--- src/rtl/arbitro_rr_if.sv ---
// arbitro_rr_if: input/output FIFO handshake bundle for the round-robin arbiter
interface arbitro_rr_if #(
  parameter int NUM_PORTS      = 4,
  parameter int FIFO_WORD_SIZE = 10
);
  localparam int DEST_W = $clog2(NUM_PORTS);
  logic [NUM_PORTS-1:0]                empty;
  logic [NUM_PORTS-1:0]                almost_full;
  logic [NUM_PORTS*FIFO_WORD_SIZE-1:0] data_in;
  logic [NUM_PORTS-1:0]                pop;
  logic [NUM_PORTS-1:0]                push;
  logic [NUM_PORTS*FIFO_WORD_SIZE-1:0] data_out;
  logic [DEST_W-1:0]                   grant_id;
  logic                                busy;
  modport master(input empty, almost_full, data_in, output pop, push, data_out, grant_id, busy);
  modport slave(output empty, almost_full, data_in, input pop, push, data_out, grant_id, busy);
endinterface

--- src/rtl/arbitro_rr.sv ---
// arbitro_rr: N-port arbiter routing input FIFO heads to per-destination output FIFOs
module arbitro_rr #(
  parameter int FIFO_WORD_SIZE = 10,
  parameter int NUM_PORTS      = 4,
  parameter int ARB_MODE       = 1
) (
  input  logic          clk,
  input  logic          reset,
  arbitro_rr_if.master  bus
);
  localparam int DEST_W = $clog2(NUM_PORTS);
  logic [DEST_W-1:0]                   dest [NUM_PORTS];
  logic [NUM_PORTS-1:0]                req;
  logic [DEST_W-1:0]                   rr_ptr, base, idx, gidx, gdest;
  logic                                found, grant;
  logic [FIFO_WORD_SIZE-1:0]           gword;
  logic [NUM_PORTS*FIFO_WORD_SIZE-1:0] data_n;
  for (genvar i = 0; i < NUM_PORTS; i++) begin : g_req
    assign dest[i] = bus.data_in[i*FIFO_WORD_SIZE+FIFO_WORD_SIZE-1 -: DEST_W];
    assign req[i]  = !bus.empty[i] && !bus.almost_full[dest[i]];
  end
  // pick the first qualified requester from the search base, then build pop and the next output word
  always_comb begin
    base  = (ARB_MODE == 1) ? rr_ptr : '0;
    found = 1'b0;
    gidx  = '0;
    idx   = '0;
    for (int k = 0; k < NUM_PORTS; k++) begin
      idx = base + DEST_W'(k);
      if (!found && req[idx]) begin
        found = 1'b1;
        gidx  = idx;
      end
    end
    grant   = found && !reset;
    gword   = bus.data_in[gidx*FIFO_WORD_SIZE +: FIFO_WORD_SIZE];
    gdest   = gword[FIFO_WORD_SIZE-1 -: DEST_W];
    bus.pop = grant ? (NUM_PORTS'(1) << gidx) : '0;
    data_n  = '0;
    if (grant) data_n[gdest*FIFO_WORD_SIZE +: FIFO_WORD_SIZE] = gword;
  end
  // register the routed word, the served input and the round-robin pointer
  always_ff @(posedge clk) begin
    if (reset) begin
      bus.push     <= '0;
      bus.data_out <= '0;
      bus.grant_id <= '0;
      bus.busy     <= 1'b0;
      rr_ptr       <= '0;
    end else begin
      bus.push     <= grant ? (NUM_PORTS'(1) << gdest) : '0;
      bus.data_out <= data_n;
      bus.busy     <= grant;
      if (grant) begin
        bus.grant_id <= gidx;
        rr_ptr       <= gidx + DEST_W'(1);
      end
    end
  end
endmodule

--- src/flat_wrapper.sv ---
// flat-port wrapper written by rule: the top's interface ports become plain ports
module arbitro_rr_flat 
#(
  parameter int FIFO_WORD_SIZE = 10,
  parameter int NUM_PORTS      = 4,
  parameter int ARB_MODE       = 1
)
  (clk, reset, bus_empty, bus_almost_full, bus_data_in, bus_pop, bus_push, bus_data_out, bus_grant_id, bus_busy);
  arbitro_rr_if #(.NUM_PORTS(NUM_PORTS), .FIFO_WORD_SIZE(FIFO_WORD_SIZE)) bus_i ();
  input  logic clk;
  input  logic reset;
  input wire logic [$bits(bus_i.empty)-1:0] bus_empty;
  input wire logic [$bits(bus_i.almost_full)-1:0] bus_almost_full;
  input wire logic [$bits(bus_i.data_in)-1:0] bus_data_in;
  output wire logic [$bits(bus_i.pop)-1:0] bus_pop;
  output wire logic [$bits(bus_i.push)-1:0] bus_push;
  output wire logic [$bits(bus_i.data_out)-1:0] bus_data_out;
  output wire logic [$bits(bus_i.grant_id)-1:0] bus_grant_id;
  output wire logic [$bits(bus_i.busy)-1:0] bus_busy;
  assign bus_i.empty = bus_empty;
  assign bus_i.almost_full = bus_almost_full;
  assign bus_i.data_in = bus_data_in;
  assign bus_pop = bus_i.pop;
  assign bus_push = bus_i.push;
  assign bus_data_out = bus_i.data_out;
  assign bus_grant_id = bus_i.grant_id;
  assign bus_busy = bus_i.busy;
  arbitro_rr #(.FIFO_WORD_SIZE(FIFO_WORD_SIZE), .NUM_PORTS(NUM_PORTS), .ARB_MODE(ARB_MODE)) u_core (.clk(clk), .reset(reset), .bus(bus_i));
endmodule
--- config.mk ---
export PLATFORM = sky130hd
export DESIGN_NAME = arbitro_rr_flat
export DESIGN_NICKNAME = d
export VERILOG_FILES = /design/src/rtl/arbitro_rr_if.sv /design/src/rtl/arbitro_rr.sv /design/src/flat_wrapper.sv
export SDC_FILE = /design/constraint.sdc
export NUM_CORES = 1
export LEC_CHECK = 0
export CAP_MARGIN = 10
export CORE_UTILIZATION = 45
export CTS_CLUSTER_SIZE = 8
export DETAILED_ROUTE_END_ITERATION = 8
export MAX_ROUTING_LAYER = met4
export PLACE_DENSITY = 0.92
export SYNTH_ARGS = -nofsm -noshare
export SYNTH_HDL_FRONTEND = slang
export SYNTH_SLANG_ARGS = --single-unit
--- constraint.sdc ---
create_clock -name clk -period 6.56 [get_ports clk]
set_input_delay 1.968 -clock clk [delete_from_list [all_inputs] [get_ports clk]]
set_output_delay 1.968 -clock clk [all_outputs]
set_load 0.01 [all_outputs]
== After elaboration in Yosys (flattened, before gate mapping) ==
Cells that the tools add are included.
Cells by class
  $mul: 2
  muxes and demuxes: 25
  order comparisons: 8
  $add $sub $neg: 5
  bitwise gates (word level): 2
  reduce and logical (&&, ||, !) cells: 21
  shift operators: 5
Operators with widths (count)
  AND 40 bit: 1
  variable shift 10 x 34 -> 40 bit (first input constant): 1
  variable part select 10 x 34 -> 40 bit: 1
  variable part select 40 x 7 -> 10 bit: 1
  negator 6 -> 34 bit: 1
  less-than comparator 2 x 3 -> 1 bit (second input constant): 8
  binary-select mux 1 bit (select 2 bit): 8
  logical NOT 1 bit: 12
  2-to-1 mux 1 bit: 12
  multiplier 2 x 3 -> 5 bit (second input constant): 2
  logical AND 1 bit: 8
  2-to-1 mux 2 bit: 4
  left shift 1 x 2 -> 4 bit (first input constant): 2
  adder 2 x 1 -> 2 bit (second input constant): 2
  adder 2 bit (second input constant): 2
  2-to-1 mux 4 bit: 1
  OR reduction 2 bit: 1
  NOT 1 bit: 1
Word-level totals
  output and inout bits: 51
  input bits: 50
  register bits: 49

== Longest topological paths before layout ==
  depth after elaboration: 22
  depth in mapped cells: 18

== Worst setup path before layout ==
No wires, ideal clock.
  path type: input to register
  from: input bus_data_in[18]
  to: register u_core.bus.data_out[5]
  cell stages on the path: 17
  arrival: 6.039 ns
  path slack: 0.459 ns
  cell sequence: mux4_2 -> or2_4 -> a2111oi_4 -> nor2_4 -> inv_6 -> mux2i_1 -> mux2i_4 -> inv_6 -> buf_6 -> ha_1 -> clkbuf_1 -> inv_1 -> or4_1 -> nor2_1 -> nand2_1 -> or4_1 -> nand3_1
Between the ends
  cells in the longest elaborated chain, start to end: 22
RTL lines
  start, declared: RTL line flat_wrapper.sv:14  | input wire logic [$bits(bus_i.data_in)-1:0] bus_data_in;
  binary-select mux 1 bit (select 2 bit): RTL line arbitro_rr.sv:20  | assign req[i] = !bus.empty[i] && !bus.almost_full[dest[i]];
  2-to-1 mux 1 bit (implied by the code): RTL line arbitro_rr.sv:20
  logical NOT 1 bit: RTL line arbitro_rr.sv:20
  logical AND 1 bit: RTL line arbitro_rr.sv:20
  binary-select mux 1 bit (select 2 bit): RTL line arbitro_rr.sv:30  | if (!found && req[idx]) begin
  2-to-1 mux 1 bit (implied by the code): RTL line arbitro_rr.sv:30
  2-to-1 mux 1 bit: RTL line arbitro_rr.sv:30
  logical NOT 1 bit: RTL line arbitro_rr.sv:30
  [7 not listed]
  2-to-1 mux 2 bit: RTL line arbitro_rr.sv:30
  multiplier 2 x 3 -> 5 bit: RTL line arbitro_rr.sv:36  | gword = bus.data_in[gidx*FIFO_WORD_SIZE +: FIFO_WORD_SIZE];
  variable part select 40 x 7 -> 10 bit *: RTL line arbitro_rr.sv:36
  net u_core.gword[8]: RTL line arbitro_rr.sv:16  | logic [FIFO_WORD_SIZE-1:0] gword;
  multiplier 2 x 3 -> 5 bit: RTL line arbitro_rr.sv:40  | if (grant) data_n[gdest*FIFO_WORD_SIZE +: FIFO_WORD_SIZE] = gword;
  negator 6 -> 34 bit: RTL line arbitro_rr.sv:40
  variable part select 10 x 34 -> 40 bit / variable shift 10 x 34 -> 40 bit (equally long branches): RTL line arbitro_rr.sv:40
  AND 40 bit (no source line) *
  end signal, assigned: RTL line arbitro_rr.sv:52  | bus.data_out <= data_n;
  end, declared: RTL line arbitro_rr_if.sv:15  | modport master(input empty, almost_full, data_in, output pop, push, data_out, grant_id, busy);
Mark *: on every way through the listed nets, which the timed path passes. The rest lies on a longest branch. The select of a mux whose other input is x is not followed.
A chain may end at the register's enable or synchronous reset.

== Final worst setup path ==
  from: input bus_data_in[18]
  to: output bus_pop[2]
Between the ends
  cells in the longest elaborated chain, start to end: 18
RTL lines
  binary-select mux 1 bit (select 2 bit) *: RTL line arbitro_rr.sv:20
  2-to-1 mux 1 bit (implied by the code) *: RTL line arbitro_rr.sv:20
  logical NOT 1 bit *: RTL line arbitro_rr.sv:20
  logical AND 1 bit *: RTL line arbitro_rr.sv:20
  binary-select mux 1 bit (select 2 bit): RTL line arbitro_rr.sv:30
  2-to-1 mux 1 bit (implied by the code): RTL line arbitro_rr.sv:30
  2-to-1 mux 1 bit: RTL line arbitro_rr.sv:30
  logical NOT 1 bit: RTL line arbitro_rr.sv:30
  [2 not listed]
  logical NOT 1 bit: RTL line arbitro_rr.sv:30
  logical AND 1 bit: RTL line arbitro_rr.sv:30
  2-to-1 mux 1 bit: RTL line arbitro_rr.sv:30
  logical NOT 1 bit: RTL line arbitro_rr.sv:30
  logical AND 1 bit: RTL line arbitro_rr.sv:30
  2-to-1 mux 2 bit / 2-to-1 mux 1 bit (equally long branches): RTL line arbitro_rr.sv:30
  left shift 1 x 2 -> 4 bit / logical AND 1 bit (equally long branches): RTL line arbitro_rr.sv:38, arbitro_rr.sv:35
  2-to-1 mux 4 bit *: RTL line arbitro_rr.sv:38  | bus.pop = grant ? (NUM_PORTS'(1) << gidx) : '0;
  end, declared: RTL line flat_wrapper.sv:15  | output wire logic [$bits(bus_i.pop)-1:0] bus_pop;
Mark *: on every way between the ends. The rest lies on a longest branch, timed or not. The select of a mux whose other input is x is not followed.

==> flow_metrics.env <==
export IMPL_place_ws_ns=-0.0973
export IMPL_portBuffers=100
export IMPL_hold_viol=0
export IMPL_wire_per_inst_microns=15.8
export IMPL_fp_row_count=28
export IMPL_cts_buffers=5
export IMPL_dp_cells=493
export IMPL_tightest_slew_ns=0.806
export IMPL_synth_edf_count=0
export IMPL_routed_wl_mm=7.96
export IMPL_worstRegToRegCells=16
export IMPL_fillerInstances=440
export IMPL_finalCriticalPeriod_ns=6.48
export IMPL_core_area_sq_mm=0.00603
export IMPL_drv_cap=0
export IMPL_finalCritPeriodShare_pct=98.7
export IMPL_clkSlewWorstSetupHoldPaths_ns=0.08
export IMPL_worstSkewPairLatency_ns=0.30
export IMPL_yosysSeqAreaShare_pct=33.6
export IMPL_worst_slack_ns=0.0824
export IMPL_syn_inst=302
export IMPL_syn_nets=364
export IMPL_final_cells=505
export IMPL_finalSetupViolCount=0
export IMPL_ioPinCount=101
export IMPL_yosys_area_top_type_share_pct=33.6
export IMPL_clockBufferDepth=2
export IMPL_chipHeight_microns=81.8
export IMPL_cts_tree="done"
export IMPL_post_synth_top_area_cell="dfxtp_1"
export IMPL_place_gp_congestion=0.973
export IMPL_start_util_pct=47.5
export IMPL_drt_iter0_drc=350
export IMPL_cts_num_sinks=48
export IMPL_grt_max_degree=32
export IMPL_outcome="finished, final reports clean"
export IMPL_vias=2948
export IMPL_synth_area_per_cell_sq_um=9.48
export IMPL_r2r_slack_ns=2.62
export IMPL_drc=0
export IMPL_cts_root_buf="clkbuf_8"
export IMPL_min_path_type="reg2reg"
export IMPL_vias_per_cell=5.84
export IMPL_min_path_cells=2
export IMPL_grt_pass1_vias=2737
export IMPL_max_freq_ghz=0.154
export IMPL_layout_drive_gt1_share_pct=17.2
export IMPL_area_growth_pct=47.6
export IMPL_power_density_mw_per_mm2=274
export IMPL_end_kind="output port"
export IMPL_min_delay_start="u_core.bus.grant_id[0]$_SDFFE_PP0P_"
export IMPL_startpoint_type="input port"
export IMPL_grt_antenna_before_repair=0
export IMPL_yosysUniqueCellTypes=64
export IMPL_yosysWarningCount=0
export IMPL_grt_ovfl_total=0
export IMPL_htreeDepth=2
export IMPL_slew_viol_final=0
export IMPL_path_max_fanout=4
export IMPL_arrival_ns=4.51
export IMPL_r2r_end="u_core.bus.data_out[11]$_SDFF_PP0_"
export IMPL_die_area_sq_mm=0.00669
export IMPL_cp_required_ns=4.59
export IMPL_worstSetupPathType="in2out"
export IMPL_ys_seq_elements=48
export IMPL_utilization_pct=70.2
export IMPL_antenna_left=0
export IMPL_first_pass_iters=5
export IMPL_tns_ns=0
export IMPL_leakage_nw=1.65
export IMPL_ir_drop_mv=0.175
export IMPL_grt_usage_pct=25.2
export IMPL_yosys_top_cells_area="dfxtp_1, mux2i_1, ha_1"
export IMPL_hold_path_end="u_core.bus.grant_id[0]$_SDFFE_PP0P_"
export IMPL_diodes=0
export IMPL_syn_area_sq_mm=0.00286
export IMPL_r2r_start="u_core.base[0]$_SDFFE_PP0P_"
export IMPL_die_w_microns=81.8
export IMPL_slew_headroom_pct=45.8
export IMPL_finalClockSkew_ns=0.00524
export IMPL_async_reset_ff_share_pct=0
export IMPL_dp_hpwl_mm=6.12
export IMPL_grt_pass1_wl_mm=12.6
export IMPL_nets=491
export IMPL_synth_flop_cell="dfxtp_1"
## cell type report
cell class	count	area (sq um)	area share (%)
Tap cell	75	93.8	2.22
Sequential cell	48	961	22.7
Inverter	7	36.3	0.858
Clock inverter	1	7.51	0.178
Clock buffer	7	86.3	2.04
Timing Repair Buffer	134	1260	29.8
Multi-Input combinational cell	233	1780	42.2
## per-stage QoR
stage | hold slack (ns) | cell area (sq um) | total power [W]
6_report | 0.490 | 4230 | 0.00116
5_1_grt | 0.497 | 4230 | 0.00122
4_1_cts | 0.480 | 4220 | 0.00114
3_5_place_dp | 0.471 | 4110 | 0.000961
3_3_place_gp | 0.446 | 4110 | 0.000943
2_1_floorplan | 0.481 | 2860 | 0.000742
## critical path: stages
cell and delay (ns):
clkdlybuf4s50_1 0.51, mux4_2 0.55, or2_4 0.28, a2111oi_4 0.38, nor2_4 0.10, buf_4 0.15
ha_1 0.18, and2_1 0.13, dlygate4sd2_1 0.28
## registers in the layout (all words and copies together) (netlist names)
signal,count
u_core.bus.busy,1
u_core.base,2
u_core.bus.grant_id,2
u_core.bus.push,4
u_core.bus.data_out,39
## Yosys cell counts, types with 3 or more instances
master	instances
inv_1	4
a21oi_1	7
nand2_1	16
a221oi_1	5
nor3_1	13
mux4_2	4
o21ai_0	6
dfxtp_1	48
mux2i_1	24
nor2b_1	4
ha_1	12
mux2i_4	3
and3_1	7
a211oi_1	8
or4_1	4
mux2_2	11
a31oi_1	5
and2_1	10
nand3b_1	3
nor2_1	34
nand3_1	14
clkbuf_1	8
## kinds of logic (layout without fill, tap and decap cells)
kind of cell             count (synthesis)  in the layout  synth area share, %
AND/OR/NAND/NOR                        125            125                 23.5
AO/OA/AOI/OAI                           52             52                 14.3
flip-flops                              48             48                 33.6
multiplexers                            44             44                 19.2
buffers and inverters                   21            149                 4.24
adder cells (fa/ha/maj)                 12             12                 5.24
## cells in the final DEF, fill, tap and decap left out, types with 5 or more instances in the layout
master,instances
a221oi_1,5
buf_4,33
o21ai_0,6
mux2_2,11
clkbuf_8,6
nor3_1,13
clkdlybuf4s50_1,96
nand2_1,16
dfxtp_1,48
and2_1,10
a31oi_1,5
nor2_1,34
a211oi_1,8
a21oi_1,7
nand3_1,14
and3_1,7
ha_1,12
mux2i_1,24
## power breakdown
part | internal, W | switching (W) | leakage [nW]
logic | 0.000289 | 0.000369 | 1.21
registers | 0.000311 | 0.0000113 | 0.389
clock network | 0.0000856 | 0.0000934 | 0.0445
total | 0.000686 | 0.000473 | 1.65
## layer usage
metal / track usage (%) / part of all wire, % / vias to the layer above
met2: 42.7 / 48 / 180
met5: - / 0 / -
met3: 3.78 / 7.7 / 27
met4: 7.72 / 2.4 / 0
met1: 30.8 / 42 / 1366
li1: - / - / 1375
## worst max path at each step
| stage | slack, ns | cells past startpoint | end | from |
|---|---|---|---|---|
| 2_1_floorplan | 0.46 | 17 | u_core.bus.data_out[5]$_SDFF_PP0_ | bus_data_in[18] |
| 3_3_place_gp | -0.04 | 9 | bus_pop[3] | bus_data_in[8] |
| 3_5_place_dp | -0.1 | 9 | bus_pop[1] | bus_data_in[18] |
| 4_1_cts | 0.06 | 9 | bus_pop[0] | bus_data_in[18] |
| 5_1_grt | -0.02 | 9 | bus_pop[2] | bus_data_in[8] |
| 6_report | 0.08 | 9 | bus_pop[2] | bus_data_in[18] |
## timing repair
action                                 CTS  global route
gates resized for setup                  4             3
buffers inserted                         3             1
cloned                                   0             0
pin swaps                                2             1
hold buffers                             0             0
setup endpoints to repair                4             1
endpoints found under the hold margin    0             0
No activity file was read; power rests on OpenSTA's default activity.
